===== config.mk =====
export PLATFORM = sky130hd
export DESIGN_NAME = pc_gen
export DESIGN_NICKNAME = d
export VERILOG_FILES = /design/src/rtl/pc_gen.sv
export SDC_FILE = /design/constraint.sdc
export NUM_CORES = 1
export LEC_CHECK = 0
export BUFFER_PORTS_ARGS = -buffer_cell sky130_fd_sc_hd__buf_4
export CAP_MARGIN = 20
export CORE_MARGIN = 5
export CORE_UTILIZATION = 30
export CTS_CLUSTER_SIZE = 40
export DETAILED_ROUTE_END_ITERATION = 7
export PLACE_DENSITY = 0.5
export SETUP_SLACK_MARGIN = 0.4
export SYNTH_ARGS = -nofsm -noshare
export SYNTH_HDL_FRONTEND = slang
export SYNTH_SLANG_ARGS = --single-unit

===== constraint.sdc =====
create_clock -name clk -period 2.7 [get_ports clk]
set_input_delay 0.135 -clock clk [delete_from_list [all_inputs] [get_ports clk]]
set_output_delay 0.135 -clock clk [all_outputs]
set_load 0.01 [all_outputs]

===== src/rtl/pc_gen.sv =====
// Fetch-stage program-counter generator: sequential / jump / jalr / trap next-PC with buffering of stalled redirects.
// Optional feature macro: PC_GEN_RVC_EN (adds inst_len2, 2-byte step and 2-byte jump alignment).
module pc_gen #(
  parameter int          XLEN         = 64,
  parameter logic [63:0] RESET_VECTOR = 64'h8000_0000
) (
  input  logic            clk,
  input  logic            rst_n,
  input  logic            stall,
  output logic            fetch_valid,
  input  logic            fetch_ready,
  output logic [XLEN-1:0] fetch_pc,
  input  logic            jump_valid,
  input  logic            jump_kind,
  input  logic [XLEN-1:0] jump_base,
  input  logic [XLEN-1:0] rs1,
  input  logic [XLEN-1:0] imm,
  input  logic            trap_valid,
  input  logic [XLEN-1:0] trap_vec,
  output logic            misalign
`ifdef PC_GEN_RVC_EN
  ,
  input  logic            inst_len2
`endif
);

  typedef enum logic [1:0] {
    ST_BOOT = 2'd0,
    ST_RUN  = 2'd1,
    ST_PEND = 2'd2
  } state_t;

  localparam logic [XLEN-1:0] RST_PC   = RESET_VECTOR[XLEN-1:0];
  localparam logic [XLEN-1:0] LSB_CLR  = {{(XLEN-1){1'b1}}, 1'b0};
  localparam logic [XLEN-1:0] STEP4    = {{(XLEN-3){1'b0}}, 3'd4};
`ifdef PC_GEN_RVC_EN
  localparam logic [XLEN-1:0] STEP2    = {{(XLEN-2){1'b0}}, 2'd2};
`endif

  // Low two target bits decide whether a jump lands on a legal instruction boundary.
  function automatic logic is_misaligned(input logic [1:0] lo);
`ifdef PC_GEN_RVC_EN
    return (lo & 2'b01) != 2'b00;
`else
    return lo != 2'b00;
`endif
  endfunction

  state_t            state_q, state_d;
  logic [XLEN-1:0]   pc_q, pc_d;
  logic [XLEN-1:0]   pend_tgt_q, pend_tgt_d;
  logic              pend_trap_q, pend_trap_d;
  logic              misalign_q, misalign_d;

  logic [XLEN-1:0]   jump_tgt_s;
  logic              jump_bad_s;
  logic              redir_valid_s;
  logic              redir_trap_s;
  logic [XLEN-1:0]   redir_tgt_s;
  logic              fetch_valid_s;
  logic              hs_s;
  logic              advance_s;
  logic              take_new_s;
  logic [XLEN-1:0]   step_s;

  // Decode the incoming redirect: trap wins, misaligned jumps are dropped.
  always_comb begin
    if (jump_kind) begin
      jump_tgt_s = (rs1 + imm) & LSB_CLR;
    end else begin
      jump_tgt_s = jump_base + imm;
    end
    jump_bad_s    = is_misaligned(jump_tgt_s[1:0]);
    redir_trap_s  = trap_valid;
    redir_valid_s = trap_valid | (jump_valid & ~jump_bad_s);
    if (trap_valid) begin
      redir_tgt_s = trap_vec;
    end else begin
      redir_tgt_s = jump_tgt_s;
    end
`ifdef PC_GEN_RVC_EN
    if (inst_len2) begin
      step_s = STEP2;
    end else begin
      step_s = STEP4;
    end
`else
    step_s = STEP4;
`endif
    fetch_valid_s = (state_q != ST_BOOT) & ~stall;
    hs_s          = fetch_valid_s & fetch_ready;
    // The PC may move only when nothing is being offered or the offer is taken.
    advance_s     = ~fetch_valid_s | fetch_ready;
  end

  // Next-state, next-PC and pending-redirect bookkeeping.
  always_comb begin
    state_d     = state_q;
    pc_d        = pc_q;
    pend_tgt_d  = pend_tgt_q;
    pend_trap_d = pend_trap_q;
    misalign_d  = 1'b0;
    take_new_s  = 1'b0;
    case (state_q)
      ST_BOOT: begin
        state_d = ST_RUN;
      end
      ST_RUN: begin
        misalign_d = jump_valid & ~trap_valid & jump_bad_s;
        if (redir_valid_s) begin
          if (advance_s) begin
            pc_d = redir_tgt_s;
          end else begin
            pend_tgt_d  = redir_tgt_s;
            pend_trap_d = redir_trap_s;
            state_d     = ST_PEND;
          end
        end else if (hs_s) begin
          pc_d = pc_q + step_s;
        end else begin
          pc_d = pc_q;
        end
      end
      ST_PEND: begin
        misalign_d = jump_valid & ~trap_valid & jump_bad_s;
        // A buffered trap is never displaced by a later jump.
        take_new_s = redir_valid_s & (redir_trap_s | ~pend_trap_q);
        if (take_new_s) begin
          pend_tgt_d  = redir_tgt_s;
          pend_trap_d = redir_trap_s;
        end else begin
          pend_tgt_d  = pend_tgt_q;
          pend_trap_d = pend_trap_q;
        end
        if (advance_s) begin
          if (take_new_s) begin
            pc_d = redir_tgt_s;
          end else begin
            pc_d = pend_tgt_q;
          end
          pend_trap_d = 1'b0;
          state_d     = ST_RUN;
        end else begin
          state_d = ST_PEND;
        end
      end
      default: begin
        state_d = ST_BOOT;
      end
    endcase
  end

  // State and datapath registers.
  always_ff @(posedge clk or negedge rst_n) begin
    if (!rst_n) begin
      state_q     <= ST_BOOT;
      pc_q        <= RST_PC;
      pend_tgt_q  <= {XLEN{1'b0}};
      pend_trap_q <= 1'b0;
      misalign_q  <= 1'b0;
    end else begin
      state_q     <= state_d;
      pc_q        <= pc_d;
      pend_tgt_q  <= pend_tgt_d;
      pend_trap_q <= pend_trap_d;
      misalign_q  <= misalign_d;
    end
  end

  assign fetch_valid = fetch_valid_s;
  assign fetch_pc    = pc_q;
  assign misalign    = misalign_q;

endmodule


==> results of run 1 <==
power breakdown:
group          switching [uW]  total [uW]  internal (uW)
clock network             957        2810           1850
logic                    7640       14400           6810
registers                 745        3770           3030
final timing paths:
path | slack (ns) | startpoint | to
worst max-delay path | -0.06 | fetch_pc[3]$_DFFE_PN0P_ | fetch_pc[38]$_DFFE_PN0P_
worst min-delay path | 0.03 | trap_vec[16] | pend_tgt_q[16]$_DFFE_PN0P_
worst max register to register | -0.06 | fetch_pc[3]$_DFFE_PN0P_ | fetch_pc[38]$_DFFE_PN0P_
worst min register to register | 0.47 | pend_tgt_q[8]$_DFFE_PN0P_ | pend_tgt_q[8]$_DFFE_PN0P_
max in group asynchronous | 1.52 | rst_n | fetch_pc[38]$_DFFE_PN0P_
min in group asynchronous | 0.24 | rst_n | fetch_pc[6]$_DFFE_PN0P_
metrics by stage:
stage	instances	setup TNS, ns
3_3_place_gp	3789	-31.81
5_1_grt	3928	-0.438
4_1_cts	3880	0
2_1_floorplan	2279	0
6_report	3928	-0.0634
3_5_place_dp	3789	-34.38
area by class of cell:
class	count	area, sq um
fill	5084	24800
multi-input combinational	1956	15700
timing repair buffer	1054	8520
sequential	132	3310
tap	696	871
clock buffer	24	502
inverter	55	211
clock inverter	8	193
antenna	3	7.51
sequential cells by signal, indices dropped and copies added, names as in the netlist:
register and cells:
fetch_pc 64, misalign 1, pend_tgt_q 64, state_q 2, pend_trap_q 1
layer usage:
metal	up-vias	global-route usage	routed length, um
li1	10400	-	-
met1	10500	0.380	39200
met2	849	0.426	38300
met3	152	0.0443	5480
met4	0	0.0866	2610
met5	-	0	0
tightest hold or removal path, cell delays in order:
cell     delay, ns
buf_4         0.10
mux2i_4       0.08
o21ai_1       0.11
synthesized netlist by cell type (13+ instances only):
master / instances
nand2_1: 294
mux2i_1: 24
nor2b_1: 13
and3_1: 44
dfrtp_1: 131
o221ai_1: 13
nor2_1: 193
xnor2_1: 76
o21bai_1: 29
or3_1: 13
ha_1: 130
a21o_1: 57
o211ai_1: 47
o21a_1: 26
nand3_1: 76
buf_2: 16
a21oi_1: 216
nor3_1: 59
clkbuf_1: 105
a22oi_1: 15
nand2b_1: 20
o31ai_1: 25
nand4_1: 50
a211oi_1: 28
a221oi_1: 21
o21ai_0: 213
a31oi_1: 34
xor2_1: 67
inv_1: 51
cells by family (layout without fill, tap and decap cells):
group | after synthesis | in the layout | share of synthesized area
AO/OA/AOI/OAI | 847 | 847 | 0.333
XOR/XNOR | 143 | 143 | 0.0762
adder cells (fa/ha/maj) | 132 | 132 | 0.101
buffers and inverters | 191 | 1141 | 0.0457
flip-flops | 132 | 132 | 0.201
multiplexers | 28 | 28 | 0.0174
other | 0 | 3 | 0
AND/OR/NAND/NOR | 806 | 806 | 0.225
what timing repair did:
action | in CTS | in global routing
endpoints found under the setup margin | 118 | 108
hold buffers | 13 | 0
resized for setup | 348 | 256
buffers inserted | 44 | 45
endpoints found under the hold margin | 70 | 0
pin swaps | 205 | 178
cloned | 2 | 0
==> results.ini, run 1 <==
[outcome]
outcome=finished, violations left
violations=setup timing

[detailed_routing]
remaining_drc_errors=0
drt_iter0_drc=1868
via_per_inst=5.57
wl_per_cell_um=21.8
firstDrtPassIters=6
num_vias=21900
ant_nets=0
routed_wl_mm=85.6

[worst_setup_path]
cp-end-kind=register
crit_family=simple AND/OR/NAND/NOR gates
criticalPathCategory=register to register
start_kind=register
crit_required_ns=3.02
cp.depth=14
slowest_delay_ns=0.40
cp_slowest_cell=dfrtp_1
path_buf_inv=4
rr_worst_depth=14
path_max_fanout=3
cp_cell_sequence=buf_6 > ha_4 > and4_4 > and3_4 > nand4_1 > buf_6 > nor4_4 > buf_4 > nor2b_4 > buf_4 > nand3_2 > xnor2_2 > a221oi_2 > a21oi_1
worstPathArrival_ns=3.08

[finish]
layout-drive-gt1-share=0.482
final_net_count=3611
utilization=0.542
layout_commonest_cell=buf_4
postLayoutCellArea_sq_um=29300
area_delta_synth_final_pct=78.2
final_cell_mix=buf_4 (944), nand2_1 (275), nor2_1 (169)

[logic_synthesis]
synth_cell_types=86
synth_flop_cell=dfrtp_1
synth_area_leaders=dfrtp_1 (20%), ha_1 (9.9%), nand2_1 (6.7%)
synth_nets=2674
synth_edf_count=0
synth.yosys.warnings=0
async_flop_share=1.00
yosysTopAreaCellShare=0.200
synth_area_leader_cell=dfrtp_1
ys_seq_area_frac=0.201
syn_area_sq_um=16400
synth.avg_cell_area_sq_um=7.21
netlist_instances=2279
synth-seq-cells=132

[timing]
fin_skew_ns=0.0112
hold-worst-slack_ns=0.0261
period_share=1.02
setup_viol=1
finalMaxSlewViolations=0
tightest_slew_ns=0.633
grt_setup_unrepaired=true
final_hold_viol_count=0
period_needed_ns=2.76
max_freq_mhz=362
relSlewSlack=0.578
layout_setup_ws_ns=-0.0634

[cts]
cts_buffer_depth=2
cts_tree=built
path_clk_slew_ns=0.06
clkSinkCount=132
root_buffer=clkbuf_16
cts_made_buffers=17
h-tree-depth=4
insertion_delay_ns=0.45

[power_and_ir_drop]
p_leak_uw=0.0129
design_power_total_uw=21000
vdd_ir_drop_max_mv=0.606
power_density_nw_per_um2=719

[global_routing]
grtUsageTotal=0.271
grt_first_pass_wirelength_mm=127
grt_max_degree=76
antenna_found_initial=3
grt_pass1_vias=21700
grt-ovfl-total=0

[placement]
dpl.hpwl_mm=68.4
place_area_sq_um=24800
portBuffers=328
gp_congestion=0.957
place_ws_ns=-0.623

[floorplan]
boundaryPins=329
rows=85
die-area_sq_um=59500
dieHeight_um=244
die_w_um=244
start_util=0.304
core_sq_um=54000

[hold_path]
hp-class=input pin to register
min_path_cells=3

[run]
drv_cap=0

Power figures use the tool's default switching activity.
==> run 2, diff against run 1 <==
Settings changed: ABC_AREA set to 0, CORE_UTILIZATION 30 to 40, PLACE_DENSITY 0.5 to 0.63.
==> results.ini, run 2 (synthesized netlist as in run 1, its figures left out) <==
[worst_setup_path]
slowest_delay_ns=0.31  ; was 0.40 ns
cp_slowest_cell=nor3_4  ; was dfrtp_1
crit_required_ns=3.08  ; was 3.02 ns
rr_worst_depth=15  ; was 14
r2r_end=fetch_pc[60]$_DFFE_PN0P_  ; was fetch_pc[38]$_DFFE_PN0P_
criticalPathCategory=input pin to register  ; was register to register
cp_cell_sequence=buf_8 > buf_6 > ha_4 > o211ai_1 > nor3_2 > o211ai_1 > buf_4 > a31oi_4 > a2111oi_4 > buf_4 > nor3_4 > a41oi_2 > mux2i_1 > nand4_1 > o221ai_2 > o21a_1  ; was buf_6 > ha_4 > and4_4 > and3_4 > nand4_1 > buf_6 > nor4_4 > buf_4 > nor2b_4 > buf_4 > nand3_2 > xnor2_2 > a221oi_2 > a21oi_1
r2r_setup_slack_ns=0.001  ; was -0.06 ns
crit_start=imm[8]  ; was fetch_pc[3]$_DFFE_PN0P_
worstPathArrival_ns=3.08  ; about the same
cp-end-kind=register  ; unchanged
path_max_fanout=3  ; unchanged
worstSetupEndpoint=fetch_pc[63]$_DFFE_PN0P_  ; was fetch_pc[38]$_DFFE_PN0P_
reg2reg_from=fetch_pc[3]$_DFFE_PN0P_  ; unchanged
start_kind=input pin  ; was register

[floorplan]
core_sq_um=40700  ; was 54,000 sq um
boundaryPins=329  ; unchanged
start_util=0.403  ; was 0.304
rows=74  ; was 85
dieHeight_um=213  ; was 244 um
die_w_um=213  ; was 244 um
die-area_sq_um=45200  ; was 59,500 sq um

[detailed_routing]
ant_nets=0  ; unchanged
remaining_drc_errors=0  ; unchanged
num_vias=22300  ; was 21,900
via_per_inst=5.96  ; was 5.57
firstDrtPassIters=6  ; unchanged
wl_per_cell_um=22.1  ; was 21.8 um
drt_iter0_drc=2076  ; was 1,868
routed_wl_mm=82.9  ; was 85.6 mm

[cts]
insertion_delay_ns=0.45  ; about the same
h-tree-depth=4  ; unchanged
cts_tree=built  ; unchanged
cts_buffer_depth=2  ; unchanged
path_clk_slew_ns=0.06  ; about the same
root_buffer=clkbuf_16  ; unchanged
clkSinkCount=132  ; unchanged
cts_made_buffers=17  ; unchanged

[finish]
multiInputGateArea_sq_um=15700  ; about the same
layout-drive-gt1-share=0.485  ; was 0.482
area_delta_synth_final_pct=76.4  ; was 78.2%
n_fill_cell=3202  ; was 5,084
area.sequential_sq_um=3310  ; about the same
final_net_count=3597  ; was 3,611
final_cell_mix=buf_4 (911), nand2_1 (275), nor2_1 (170)  ; was buf_4 (944), nand2_1 (275), nor2_1 (169)
postLayoutCellArea_sq_um=29000  ; was 29,300 sq um
final_cells=3751  ; was 3,928
layout_commonest_cell=buf_4  ; unchanged

[global_routing]
antenna_found_initial=4  ; was 3
grt_first_pass_wirelength_mm=121  ; was 127 mm
grt.met2_usage=0.536  ; was 0.426
grtUsageTotal=0.339  ; was 0.271
grt-ovfl-total=0  ; unchanged
met1_usage=0.476  ; was 0.380
use_met3=0.0566  ; was 0.0443
top_usage_layer=met2  ; unchanged
grt_max_degree=63  ; was 76
grt_pass1_vias=21700  ; about the same

[power_and_ir_drop]
vdd_ir_drop_max_mv=0.759  ; was 0.606 mV
design_power_total_uw=20300  ; was 21,000 uW
p_leak_uw=0.0129  ; about the same
power_density_nw_per_um2=699  ; was 719 nW/um^2

[outcome]
violations=hold timing  ; was setup timing
outcome=finished, violations left  ; unchanged

[timing]
period_share=1.00  ; was 1.02
hold-worst-slack_ns=-0.00758  ; was 0.0261 ns
max_freq_mhz=371  ; was 362 MHz
finalSetupTns_ns=0  ; was -0.0634 ns
tightest_slew_ns=0.699  ; was 0.633 ns
period_needed_ns=2.70  ; was 2.76 ns
final_hold_viol_count=1  ; was 0
relSlewSlack=0.534  ; was 0.578
finalMaxSlewViolations=0  ; unchanged
setup_viol=0  ; was 1
grt_setup_unrepaired=true  ; unchanged
fin_skew_ns=0.00737  ; was 0.0112 ns

[placement]
place_inst=3594  ; was 3,789
place_area_sq_um=24300  ; was 24,800 sq um
portBuffers=328  ; unchanged
dpl.hpwl_mm=63.9  ; was 68.4 mm
gp_congestion=1.01  ; was 0.957

[hold_path]
hp-class=input pin to register  ; unchanged
min_path_cells=3  ; unchanged

[run]
drv_cap=0  ; unchanged

-- run 2: changes by cell type in the layout (fill, tap and decap cells not counted), sizes merged --
| cell | previous run | this run |
|---|---|---|
| buf | 1039 | 1027 |
| clkbuf | 24 | 19 |
| clkinv | 4 | 7 |
| clkinvlp | 1 | 4 |
| bufinv | 6 | 4 |
| bufbuf | 1 | 0 |
| clkdlybuf4s15 | 1 | 0 |
| diode | 3 | 4 |
| inv | 52 | 53 |
-- run 2: how the worst min path moves through the flow --
stage	to	start	slack, ns
after global routing	pend_tgt_q[19]$_DFFE_PN0P_	trap_vec[19]	0.009
after detailed placement	pend_tgt_q[7]$_DFFE_PN0P_	rst_n	0.17
after CTS	pend_tgt_q[50]$_DFFE_PN0P_	trap_vec[50]	0.001
after floorplan	fetch_pc[0]$_DFFE_PN0P_	rst_n	-0.16
final	pend_tgt_q[19]$_DFFE_PN0P_	trap_vec[19]	-0.008
after global placement	pend_tgt_q[7]$_DFFE_PN0P_	rst_n	0.17
-- run 2: timing repair --
action,CTS,global route
setup buffers,61,47
hold endpoints to repair,72,0
hold buffers,13,0
endpoints found under the setup margin,123,127
resized for setup,339,326
pin swaps,183,228
-- run 2: per-layer routing --
layer  share of wire  vias up
met5               0        -
met4           0.036        0
met3           0.078      169
met2            0.45     1093
met1            0.43    10800
li1                -    10300
-- run 2: cell type report --
class,instances,share of cell area
diodes,4,0.000345
clock buffers,19,0.0153
clock inverters,13,0.00631
inverters,55,0.00743
multi-input cells,1956,0.543
flip-flops and latches,132,0.114
well taps,532,0.0230
repair buffers,1040,0.291
-- run 2: power by group --
| group | leakage [uW] | internal [uW] | total [uW] | switching [uW] |
|---|---|---|---|---|
| logic | 0.0110 | 6510 | 14000 | 7450 |
| clock network | 0.000295 | 1560 | 2530 | 968 |
| registers | 0.00158 | 3030 | 3780 | 748 |
-- run 2: critical path, delay by kind of cell --
| kind | cells | cell delay [ns] |
|---|---|---|
| AOI/OAI and AO/OA | 7 | 1.10 |
| and+or+nand+nor | 3 | 0.81 |
| buffers and inverters | 4 | 0.56 |
| adders and majority gates | 1 | 0.26 |
| muxes | 1 | 0.19 |
-- run 2: through the flow --
step	setup slack, ns	utilization
global placement	-0.506	0.597
finish	0.000961	0.711
global route	-0.150	0.711
detailed placement	-0.592	0.597
CTS	0.0178	0.666
floorplan	0.0972	-
==> run 3, diff against run 2 <==
Settings changed: REMOVE_ABC_BUFFERS set to 1.
==> results.ini, run 3 (synthesized netlist as in run 1, its figures left out) <==
[outcome]
outcome=finished, violations left  ; unchanged
violations=hold timing, setup timing  ; was hold timing

[placement]
place_area_sq_um=23700  ; was 24,300 sq um
dpl.hpwl_mm=62.4  ; was 63.9 mm
place_ws_ns=-0.996  ; was -0.592 ns
portBuffers=328  ; unchanged
gp_congestion=0.997  ; was 1.01

[timing]
relSlewSlack=0.488  ; was 0.534
period_share=1.06  ; was 1.00
finalMaxSlewViolations=0  ; unchanged
setup_viol=26  ; was 0
hold-worst-slack_ns=-0.000229  ; was -0.00758 ns
fin_skew_ns=0.00804  ; was 0.00737 ns
max_freq_mhz=350  ; was 371 MHz
period_needed_ns=2.85  ; was 2.70 ns
layout_setup_ws_ns=-0.153  ; was 0.000961 ns
grt_setup_unrepaired=true  ; unchanged
tightest_slew_ns=0.767  ; was 0.699 ns
final_hold_viol_count=1  ; unchanged
finalSetupTns_ns=-1.69  ; was 0 ns

[worst_setup_path]
r2r_setup_slack_ns=0.03  ; was 0.001 ns
crit_required_ns=3.06  ; was 3.08 ns
worstPathArrival_ns=3.21  ; was 3.08 ns
start_kind=input pin  ; unchanged
criticalPathCategory=input pin to register  ; unchanged
path_max_fanout=5  ; was 3
rr_worst_depth=12  ; was 15
cp-end-kind=register  ; unchanged
reg2reg_from=fetch_pc[3]$_DFFE_PN0P_  ; unchanged
r2r_end=fetch_pc[59]$_DFFE_PN0P_  ; was fetch_pc[60]$_DFFE_PN0P_

[detailed_routing]
wl_per_cell_um=22.0  ; was 22.1 um
ant_nets=0  ; unchanged
firstDrtPassIters=6  ; unchanged
remaining_drc_errors=0  ; unchanged
drt_iter0_drc=2497  ; was 2,076
num_vias=22500  ; was 22,300
routed_wl_mm=82.4  ; was 82.9 mm
via_per_inst=5.99  ; was 5.96

[finish]
postLayoutCellArea_sq_um=28200  ; was 29,000 sq um
area_delta_synth_final_pct=71.8  ; was 76.4%
final_cell_mix=buf_4 (928), nand2_1 (267), nor2_1 (174)  ; was buf_4 (911), nand2_1 (275), nor2_1 (170)
layout-drive-gt1-share=0.462  ; was 0.485
final_net_count=3601  ; was 3,597
layout_commonest_cell=buf_4  ; unchanged

[cts]
cts_tree=built  ; unchanged
insertion_delay_ns=0.43  ; was 0.45 ns
root_buffer=clkbuf_16  ; unchanged
clkSinkCount=132  ; unchanged
cts_made_buffers=17  ; unchanged
h-tree-depth=4  ; unchanged
path_clk_slew_ns=0.06  ; about the same
cts_buffer_depth=2  ; unchanged

[floorplan]
core_sq_um=40700  ; unchanged
dieHeight_um=213  ; unchanged
rows=74  ; unchanged
die_w_um=213  ; unchanged
boundaryPins=329  ; unchanged
die-area_sq_um=45200  ; unchanged
start_util=0.403  ; unchanged

[hold_path]
min_path_cells=3  ; unchanged
holdPathEnd=pend_tgt_q[30]$_DFFE_PN0P_  ; was pend_tgt_q[19]$_DFFE_PN0P_
min-delay-start=trap_vec[30]  ; was trap_vec[19]
hp-class=input pin to register  ; unchanged

[global_routing]
grt_pass1_vias=21700  ; about the same
grt-ovfl-total=0  ; unchanged
grtUsageTotal=0.336  ; was 0.339
antenna_found_initial=1  ; was 4
grt_first_pass_wirelength_mm=121  ; about the same
grt_max_degree=76  ; was 63

[power_and_ir_drop]
p_leak_uw=0.0127  ; was 0.0129 uW
power_density_nw_per_um2=704  ; was 699 nW/um^2
vdd_ir_drop_max_mv=0.544  ; was 0.759 mV

[run]
drv_cap=0  ; unchanged

run 3: changes by cell type in the layout (fill, tap and decap cells not counted), moves of 10 or more:
cell     previous run  this run
o21ai_0            92       110
o21ai_2            59        41
buf_4             911       928
ha_1               74        94
ha_4               54        31
nor3_1             30        40
run 3: metal layers:
| metal | up-vias | part of all wire | track usage |
|---|---|---|---|
| li1 | 10300 | - | - |
| met4 | 0 | 0.049 | 0.133 |
| met5 | - | 0 | 0 |
| met2 | 1221 | 0.45 | 0.529 |
| met3 | 272 | 0.083 | 0.0364 |
| met1 | 10600 | 0.42 | 0.474 |
run 3: cell type report:
cell class	instances	area, sq um
Antenna cell	1	2.50
Clock buffer	18	439
Clock inverter	14	200
Fill cell	3282	12500
Inverter	55	213
Multi-Input combinational cell	1956	15000
Sequential cell	132	3310
Tap cell	532	666
Timing Repair Buffer	1044	8370
run 3: worst max path at each step:
stage,from,endpoint,cells past startpoint
after global routing,imm[12],pend_tgt_q[42]$_DFFE_PN0P_,17
after detailed placement,imm[6],fetch_pc[63]$_DFFE_PN0P_,14
final,imm[12],pend_tgt_q[59]$_DFFE_PN0P_,16
after global placement,imm[12],fetch_pc[59]$_DFFE_PN0P_,16
after floorplan,jump_base[0],fetch_pc[59]$_DFFE_PN0P_,12
after CTS,imm[12],pend_tgt_q[59]$_DFFE_PN0P_,16
run 3: through the flow:
step                      cells  power (uW)   util
after floorplan            2143        9050      -
after global placement     3602       14900  0.581
after detailed placement   3602       15100  0.581
after CTS                  3699       18700  0.658
after global routing       3752       20900  0.693
final                      3752       19900  0.693
run 3: worst max-delay path, stage by stage:
cell	delay [ns]
buf_6	0.09
buf_6	0.11
ha_4	0.27
buf_6	0.11
nand2_4	0.06
nor3_4	0.29
buf_6	0.15
nand3_2	0.08
o22a_4	0.25
a21o_4	0.24
o211ai_4	0.22
a311oi_4	0.17
or4b_1	0.49
nand4_1	0.26
o21ai_4	0.13
o21ai_2	0.14
run 3: where the power goes:
group / total (uW) / internal (uW) / leakage (uW) / switching (uW)
clock network: 2550 / 1580 / 0.000304 / 966
registers: 3840 / 3020 / 0.00158 / 817
logic: 13500 / 6260 / 0.0109 / 7230
total: 19900 / 10900 / 0.0127 / 9010
run 3: timing repair:
item	4_1_cts	5_1_grt
hold endpoints to repair	78	0
hold buffers	7	0
pin swaps	207	199
gates resized for setup	445	245
endpoints found under the setup margin	119	111
setup buffers	58	52
